File: src/rtl/key_exp_inv.sv
// Inverse AES-128 key-expansion step: rebuilds round key i-1 from round key i, bytes row-major.
// Column 0 needs SubWord(RotWord(col 3)) via an external S-box with one-cycle read latency.
module key_exp_inv #(
  parameter logic [7:0] RCON = 8'h02
) (
  input  logic       clk,
  input  logic       rst_n,
  input  logic [7:0] din,
  input  logic       enable_din,
  output logic [7:0] addr_out,
  output logic       enable_sbox,
  input  logic [7:0] sbox_in,
  input  logic       round_complete,
  output logic [7:0] dout,
  output logic       enable_out
);

  typedef enum logic [2:0] {LOAD, UNXOR, SUB, XOR0, WAIT, OUT} state_t;

  state_t     state, next_state;
  logic [3:0] cnt;
  logic [7:0] k [16];
  logic [7:0] p [16];
  logic [7:0] s [4];
  logic [7:0] addr_hold, dout_hold;
  logic [1:0] col, col_prev, s_idx;
  logic [3:0] sub_idx;

  // UNXOR walks columns 3,2,1; SUB addresses bytes 7,11,15,3 (RotWord of column 3)
  // and captures each S-box result one cycle later into s[cnt-1].
  always_comb begin
    col      = 2'd3 - cnt[1:0];
    col_prev = col - 2'd1;
    s_idx    = cnt[1:0] - 2'd1;
    sub_idx  = {cnt[1:0] + 2'd1, 2'd3};
  end

  always_ff @(posedge clk or negedge rst_n) begin
    if (!rst_n) state <= LOAD;
    else        state <= next_state;
  end

  always_comb begin
    next_state = state;
    case (state)
      LOAD:    if (enable_din && cnt == 4'd15) next_state = UNXOR;
      UNXOR:   if (cnt == 4'd2)  next_state = SUB;
      SUB:     if (cnt == 4'd4)  next_state = XOR0;
      XOR0:    next_state = WAIT;
      WAIT:    if (round_complete) next_state = OUT;
      OUT:     if (cnt == 4'd15) next_state = LOAD;
      default: next_state = LOAD;
    endcase
  end

  always_ff @(posedge clk or negedge rst_n) begin
    if (!rst_n) begin
      cnt <= '0;
    end else if (next_state != state) begin
      cnt <= '0;
    end else begin
      case (state)
        LOAD:           if (enable_din) cnt <= cnt + 4'd1;
        UNXOR, SUB, OUT: cnt <= cnt + 4'd1;
        default:        cnt <= '0;
      endcase
    end
  end

  always_ff @(posedge clk) begin
    if (state == LOAD && enable_din) k[cnt] <= din;
    if (state == UNXOR) begin
      p[{2'd0, col}] <= k[{2'd0, col}] ^ k[{2'd0, col_prev}];
      p[{2'd1, col}] <= k[{2'd1, col}] ^ k[{2'd1, col_prev}];
      p[{2'd2, col}] <= k[{2'd2, col}] ^ k[{2'd2, col_prev}];
      p[{2'd3, col}] <= k[{2'd3, col}] ^ k[{2'd3, col_prev}];
    end
    if (state == SUB && cnt != 4'd0) s[s_idx] <= sbox_in;
    if (state == XOR0) begin
      p[0]  <= k[0]  ^ s[0] ^ RCON;
      p[4]  <= k[4]  ^ s[1];
      p[8]  <= k[8]  ^ s[2];
      p[12] <= k[12] ^ s[3];
    end
  end

  // Unqualified outputs keep showing the last qualified value.
  always_ff @(posedge clk or negedge rst_n) begin
    if (!rst_n) begin
      addr_hold <= '0;
      dout_hold <= '0;
    end else begin
      if (enable_sbox) addr_hold <= p[sub_idx];
      if (enable_out)  dout_hold <= p[cnt];
    end
  end

  always_comb begin
    enable_sbox = (state == SUB) && (cnt < 4'd4);
    enable_out  = (state == OUT);
    addr_out    = enable_sbox ? p[sub_idx] : addr_hold;
    dout        = enable_out ? p[cnt] : dout_hold;
  end

endmodule

File: config.mk
export PLATFORM = sky130hd
export DESIGN_NAME = key_exp_inv
export DESIGN_NICKNAME = d
export VERILOG_FILES = /design/src/rtl/key_exp_inv.sv
export SDC_FILE = /design/constraint.sdc
export NUM_CORES = 1
export LEC_CHECK = 0
export BUFFER_PORTS_ARGS = -buffer_cell sky130_fd_sc_hd__buf_4
export CAP_MARGIN = 20
export CORE_MARGIN = 2
export CORE_UTILIZATION = 62
export DETAILED_ROUTE_END_ITERATION = 16
export MAX_ROUTING_LAYER = met4
export PLACE_DENSITY = 0.79
export SKIP_CTS_REPAIR_TIMING = 1
export SYNTH_ARGS = -nofsm -noshare
export SYNTH_HDL_FRONTEND = slang
export SYNTH_SLANG_ARGS = --single-unit
export TNS_END_PERCENT = 50
File: constraint.sdc
create_clock -name clk -period 15.8 [get_ports clk]
set_input_delay 1.58 -clock clk [delete_from_list [all_inputs] [get_ports clk]]
set_output_delay 1.58 -clock clk [all_outputs]
set_load 0.01 [all_outputs]
==> results by group, run 1 <==
Drt
  • Drc violations: 0
  • Vias: between 7000 and 8000
  • TritonRoute pass-1 iters: 5
  • Final wirelength: 29100 um
  • WL/cell: between 20 and 30 um
  • DR iter-0 viols: 769
  • Via/cell ratio: approximately 6.5
  • Final ANT Viol Nets: 0

STA
  • Setup tns final: 0 ns
  • Final Skew: 0.0103 ns
  • Final setup viols: 0
  • Fmax achieved: between 150 and 200 MHz
  • Final Slew Violations: 0
  • Worst slew pin tran: just over 1 ns
  • RSZ-0062 raised after global routing: no
  • Fin crit share: 0.361
  • Worst slew margin: 0.322
  • Fin. Hold Viols: 0
  • Tmin final: roughly 5.7 ns

Clock tree
  • Maximum clock path buffer count: 3
  • H-tree Lvls: 1
  • Clk sink count: between 300 and 400
  • Root Driver: clkbuf_16
  • CTS tree: yes
  • Clock buffer count from CTS: 31
  • Clk_lat worst skew: 0.56 ns
  • Worst-path clk slew: 0.06 ns

Place
  • Placed wire-length estimate: ~19000 um
  • Placed inst area: ~0.014 mm2
  • GP Congestion: approximately 0.84
  • IO Port Bufs: 37
  • Placed cell count: 1070

Die
  • Ports: 38
  • Die Area: ~0.023 mm2
  • Die width: approximately 150 um
  • Cell Rows: 54
  • Initial Util: 0.630
  • CORE AREA: 0.0218 mm2
  • Die H: ~150 um

Worst setup path
  • Worst Path Arrival: just over 4 ns
  • Crit path cell chain: buf_4 -> buf_4 -> mux4_2 -> a211oi_1 -> a21oi_1 -> buf_4
  • Largest stage delay, worst path: approximately 0.86 ns
  • Critical setup path kind: reg2out
  • Slowest cell on the critical path: buf_4
  • Setup crit end kind: output port
  • CP bufs+invs: 3
  • Startpoint Class: flip-flop
  • Required @ worst endpoint: between 10 and 15 ns
  • Most frequent CP cell: buf_4
  • CP delay by family, top: buffers and inverters
  • Critical-path maximum fanout: 56

Run status
  • Status: complete, no violations

Logic synthesis
  • Synth warn: 0
  • Async SR Flop Fraction: 0.0740
  • #FFs+latches synth: just over 300
  • Sequential share of the synthesized area: 0.673
  • Synth Instances: between 700 and 800
  • Syn Area/Cell: around 17 um2
  • Top FF cell, synth: edfxtp_1
  • Post-synth net total: about 810
  • Post-synth cell types: 56
  • Synth Cell Area: roughly 0.014 mm2
  • Number of enable flip-flop cells after synthesis: about 290

Worst hold path
  • Hold Crit Class: reg2reg

Power
  • Overall power: ~0.0028 W
  • Static Leak: around 5.0 nW
  • PwrDens: 187 mW/mm2
  • Peak supply drop: 117 uV

Cells and area
  • ANT cells: 0
  • Layout net count: between 800 and 900
  • Share of layout cells above drive strength 1: 0.244
  • Fillers: 1369
  • Final Util: 0.701
  • Cell area after layout: approximately 0.015 mm2
  • Cell Count, Final, Fillers Out: around 1100
  • Layout area overhead: 11.2%

Global route
  • Global-route wire length before repair: about 44000 um
  • Vias in the first global route: approximately 7500
  • Total GRT Usage: 0.260
  • Pin count of the biggest net entering global routing: 66
  • Initial antenna violation count: 0
  • GR Overflow Total: 0

Job
  • MaxCap Viol Count: 0
metal layers:
layer	wire, um	GRT usage
met2	14300	0.410
met5	0	-
met3	2610	0.0492
met1	11600	0.357
met4	638	0.0697
registers in the layout (all words and copies together) (netlist names):
signal / cells
state: 3
k: 128
p: 128
dout_hold: 8
cnt: 4
addr_hold: 8
s: 32
cells in the final DEF, fill, tap and decap left out, drive strengths merged, types with 12 or more instances in the layout:
master  instances
xnor2          33
clkinv         12
nand2          16
buf            50
dfrtp          23
o22ai          13
mux2i          35
clkbuf         39
a21oi          44
nor2           65
mux4           86
edfxtp        288
xor2           31
cell type report:
class | count | area, um2 | area share
clock inverter | 18 | 141 | 0.00928
clock buffer | 39 | 836 | 0.0548
multi-input combinational | 422 | 4260 | 0.279
tap | 280 | 350 | 0.0230
inverter | 8 | 30.0 | 0.00197
sequential | 311 | 9230 | 0.606
timing repair buffer | 50 | 399 | 0.0262
path summary, 6_finish.rpt:
path                         startpoint      endpoint  slack, ns  cells after the start
setup / recovery                 cnt[0]       dout[3]      10.10                      6
hold / removal             addr_hold[2]  addr_hold[2]       0.50                      1
setup reg to reg                 cnt[0]       k[7][0]      11.79                      5
hold reg to reg            addr_hold[2]  addr_hold[2]       0.50                      1
max in group asynchronous         rst_n        cnt[0]      14.58                      1
min in group asynchronous         rst_n  addr_hold[2]       0.92                      1
Yosys cell counts (all sizes together), types with 8 or more instances:
library cell	instances	share of area
edfxtp	288	0.63
mux4	86	0.14
nor2	65	0.018
a21oi	44	0.016
mux2i	35	0.026
xnor2	33	0.021
xor2	31	0.020
buf	28	0.013
dfrtp	23	0.042
nand2	16	0.0044
clkbuf	15	0.0041
o22ai	13	0.0059
mux2	11	0.0090
o21ai	11	0.0040
nor2b	9	0.0041
inv	8	0.0022
report_power, final:
group	total (W)	leakage (nW)	switching, W	internal, W
Sequential	0.00116	2.87	0.0000521	0.00111
Combinational	0.000980	1.61	0.000560	0.000421
Clock	0.000701	0.469	0.000297	0.000404
worst register-to-register path: stages, from the launching register on:
cell and delay (ns):
dfrtp_4 0.64, buf_4 0.81, buf_4 0.89, ha_1 0.35, nand2_1 0.16, nor2_1 0.78
kinds of logic after synthesis:
| kind of cell | Yosys count | synth area share |
|---|---|---|
| AOI/OAI and AO/OA | 95 | 0.0418 |
| xor gates and xnor gates | 64 | 0.0409 |
| adders and majority gates | 7 | 0.00639 |
| buffers and inverters | 51 | 0.0192 |
| DFF | 311 | 0.673 |
| muxes | 132 | 0.176 |
| and+or+nand+nor | 124 | 0.0433 |
per-stage QoR:
stage	setup WS, ns	hold slack, ns
detailed placement	10.62	0.482
CTS	10.02	0.504
global route	9.76	0.524
floorplan	10.84	0.512
finish	10.10	0.495
global placement	10.68	0.483
Note: power is estimated with default switching activity, not from simulation.
==> run 2, diff against run 1 <==
--- a/config.mk
+++ b/config.mk
@@ -8,10 +8,10 @@
 export BUFFER_PORTS_ARGS = -buffer_cell sky130_fd_sc_hd__buf_4
 export CAP_MARGIN = 20
 export CORE_MARGIN = 2
-export CORE_UTILIZATION = 62
+export CORE_UTILIZATION = 56
 export DETAILED_ROUTE_END_ITERATION = 16
 export MAX_ROUTING_LAYER = met4
-export PLACE_DENSITY = 0.79
+export PLACE_DENSITY = 0.76
 export SKIP_CTS_REPAIR_TIMING = 1
 export SYNTH_ARGS = -nofsm -noshare
 export SYNTH_HDL_FRONTEND = slang
==> constraint.sdc (replaced) <==
create_clock -name clk -period 5.1 [get_ports clk]
set_input_delay 0.51 -clock clk [delete_from_list [all_inputs] [get_ports clk]]
set_output_delay 0.51 -clock clk [all_outputs]
set_load 0.01 [all_outputs]
==> results by group, run 2 (synthesized netlist as in run 1, its figures left out) <==
Run status
  • Status: complete, no violations

Place
  • IO Port Bufs: 37
  • GP Congestion: just over 0.8
  • Setup Slack @ Placement: between 1 and 1.5 ns
  • Placed wire-length estimate: ~19000 um
  • Placed cell count: approximately 1100

Worst setup path
  • Number of cells on the critical path: 5
  • Critical setup path kind: reg2out
  • Worst Path Arrival: around 3.7 ns
  • CP delay by family, top: adder cells
  • Reg2reg start: cnt[0]
  • Reg-to-reg slack, setup: around 1.5 ns
  • Critical-path maximum fanout: 33
  • R2r endpoint: p[5][6]
  • Required @ worst endpoint: approximately 4.6 ns
  • CP bufs+invs: 2
  • Setup crit end kind: output port
  • Worst reg-to-reg path cell count: 5
  • Largest stage delay, worst path: around 1.1 ns
  • Startpoint Class: flip-flop
  • Slowest cell on the critical path: ha_2
  • Crit path cell chain: inv_2 -> ha_2 -> mux4_2 -> mux2_2 -> buf_4

Cells and area
  • Final Util: 0.634
  • FF+latch area: between 0.009 and 0.01 mm2
  • Layout area overhead: 11.8%
  • Top flop regs: k x128, p x128, s x32
  • Most frequent cells in the layout: edfxtp_1, mux4_2, nor2_1, buf_4, a21oi_1
  • Fillers: around 1600
  • Multi-input gate area: ~0.0043 mm2
  • Share of layout cells above drive strength 1: 0.250
  • Cell Count, Final, Fillers Out: 1177
  • Layout net count: between 800 and 900
  • ANT cells: 0
  • Commonest non-fill, non-tap cell in the layout: edfxtp_1

Global route
  • Initial antenna violation count: 0
  • Global-route wire length before repair: between 40000 and 50000 um
  • GR Overflow Total: 0
  • Pin count of the biggest net entering global routing: just under 60
  • Vias in the first global route: roughly 7700
  • Total GRT Usage: 0.242

Clock tree
  • Root Driver: clkbuf_16
  • Maximum clock path buffer count: 3
  • Clock buffer count from CTS: 34
  • Clk_lat worst skew: 0.51 ns
  • CTS tree: yes
  • Clk sink count: 311
  • Worst-path clk slew: 0.06 ns
  • H-tree Lvls: 2

STA
  • Fin crit share: 0.817
  • Fin. Hold Viols: 0
  • Final Slew Violations: 0
  • Tmin final: roughly 4.2 ns
  • Final worst setup slack: about 0.93 ns
  • Setup tns final: 0 ns
  • Worst slew pin tran: around 1.0 ns
  • Worst slew margin: 0.298
  • RSZ-0062 raised after global routing: no
  • Fmax achieved: 240 MHz
  • Final setup viols: 0
  • Hold Worst Slack: 0.223 ns
  • Final Skew: roughly 0.020 ns

Die
  • Die H: between 150 and 200 um
  • CORE AREA: ~0.024 mm2
  • Ports: 38
  • Die Area: 0.0258 mm2
  • Cell Rows: 57
  • Die width: 160 um
  • Initial Util: 0.567

Worst hold path
  • Hold path cells: 1
  • HP Start: sbox_in[6]
  • Hold endpoint: s[3][6]
  • Hold Crit Class: in2reg

Drt
  • Drc violations: 0
  • WL/cell: between 20 and 25 um
  • Vias: 7433
  • Via/cell ratio: between 6 and 7
  • Final wirelength: ~29000 um
  • Final ANT Viol Nets: 0
  • TritonRoute pass-1 iters: 5
  • DR iter-0 viols: roughly 800

Power
  • Peak supply drop: roughly 420 uV
  • PwrDens: between 500 and 600 mW/mm2
  • Static Leak: 4.97 nW

Job
  • MaxCap Viol Count: 0
[run 2: cell count changes in the layout (fill, tap and decap cells not counted), moves of 2 or more]
cell,change
buf_4,+2
clkbuf_8,-3
clkbuf_16,+4
clkinv_4,+2
bufinv_16,-2
clkinv_1,-2
clkinv_2,+2
[run 2: cell type report]
type	count	area share
clock buffers	40	0.0584
repair buffers	52	0.0259
flip-flops and latches	311	0.602
well taps	324	0.0264
clock inverters	20	0.00767
multi-input cells	422	0.278
inverters	8	0.00196
[run 2: layer usage]
metal  part of all wire  track usage  wire (um)
met1               0.41        0.325      11900
met3              0.078       0.0434       2270
met4              0.026       0.0799        763
met2               0.49        0.383      14300
met5                  0            -          0
[run 2: power breakdown]
part | total (W) | switching (W) | leakage, nW | internal, W
Combinational | 0.00299 | 0.00168 | 1.62 | 0.00131
Sequential | 0.00365 | 0.000210 | 2.87 | 0.00344
Clock | 0.00221 | 0.000946 | 0.486 | 0.00126
Total | 0.00884 | 0.00283 | 4.97 | 0.00601
[run 2: metrics by stage]
stage / total power (W) / cell area, um2
4_1_cts: 0.00888 / 15300
2_1_floorplan: 0.00580 / 13700
5_1_grt: 0.00926 / 15300
6_report: 0.00884 / 15300
3_3_place_gp: 0.00655 / 14300
3_5_place_dp: 0.00667 / 14300
[run 2: worst max path at each step]
stage,from,to,slack (ns)
5_1_grt,cnt[0],addr_out[2],0.74
3_5_place_dp,cnt[0],addr_out[2],1.41
4_1_cts,cnt[0],addr_out[2],0.88
3_3_place_gp,cnt[0],addr_out[1],1.54
6_report,cnt[0],addr_out[0],0.93
2_1_floorplan,cnt[1],p[13][0],0.14
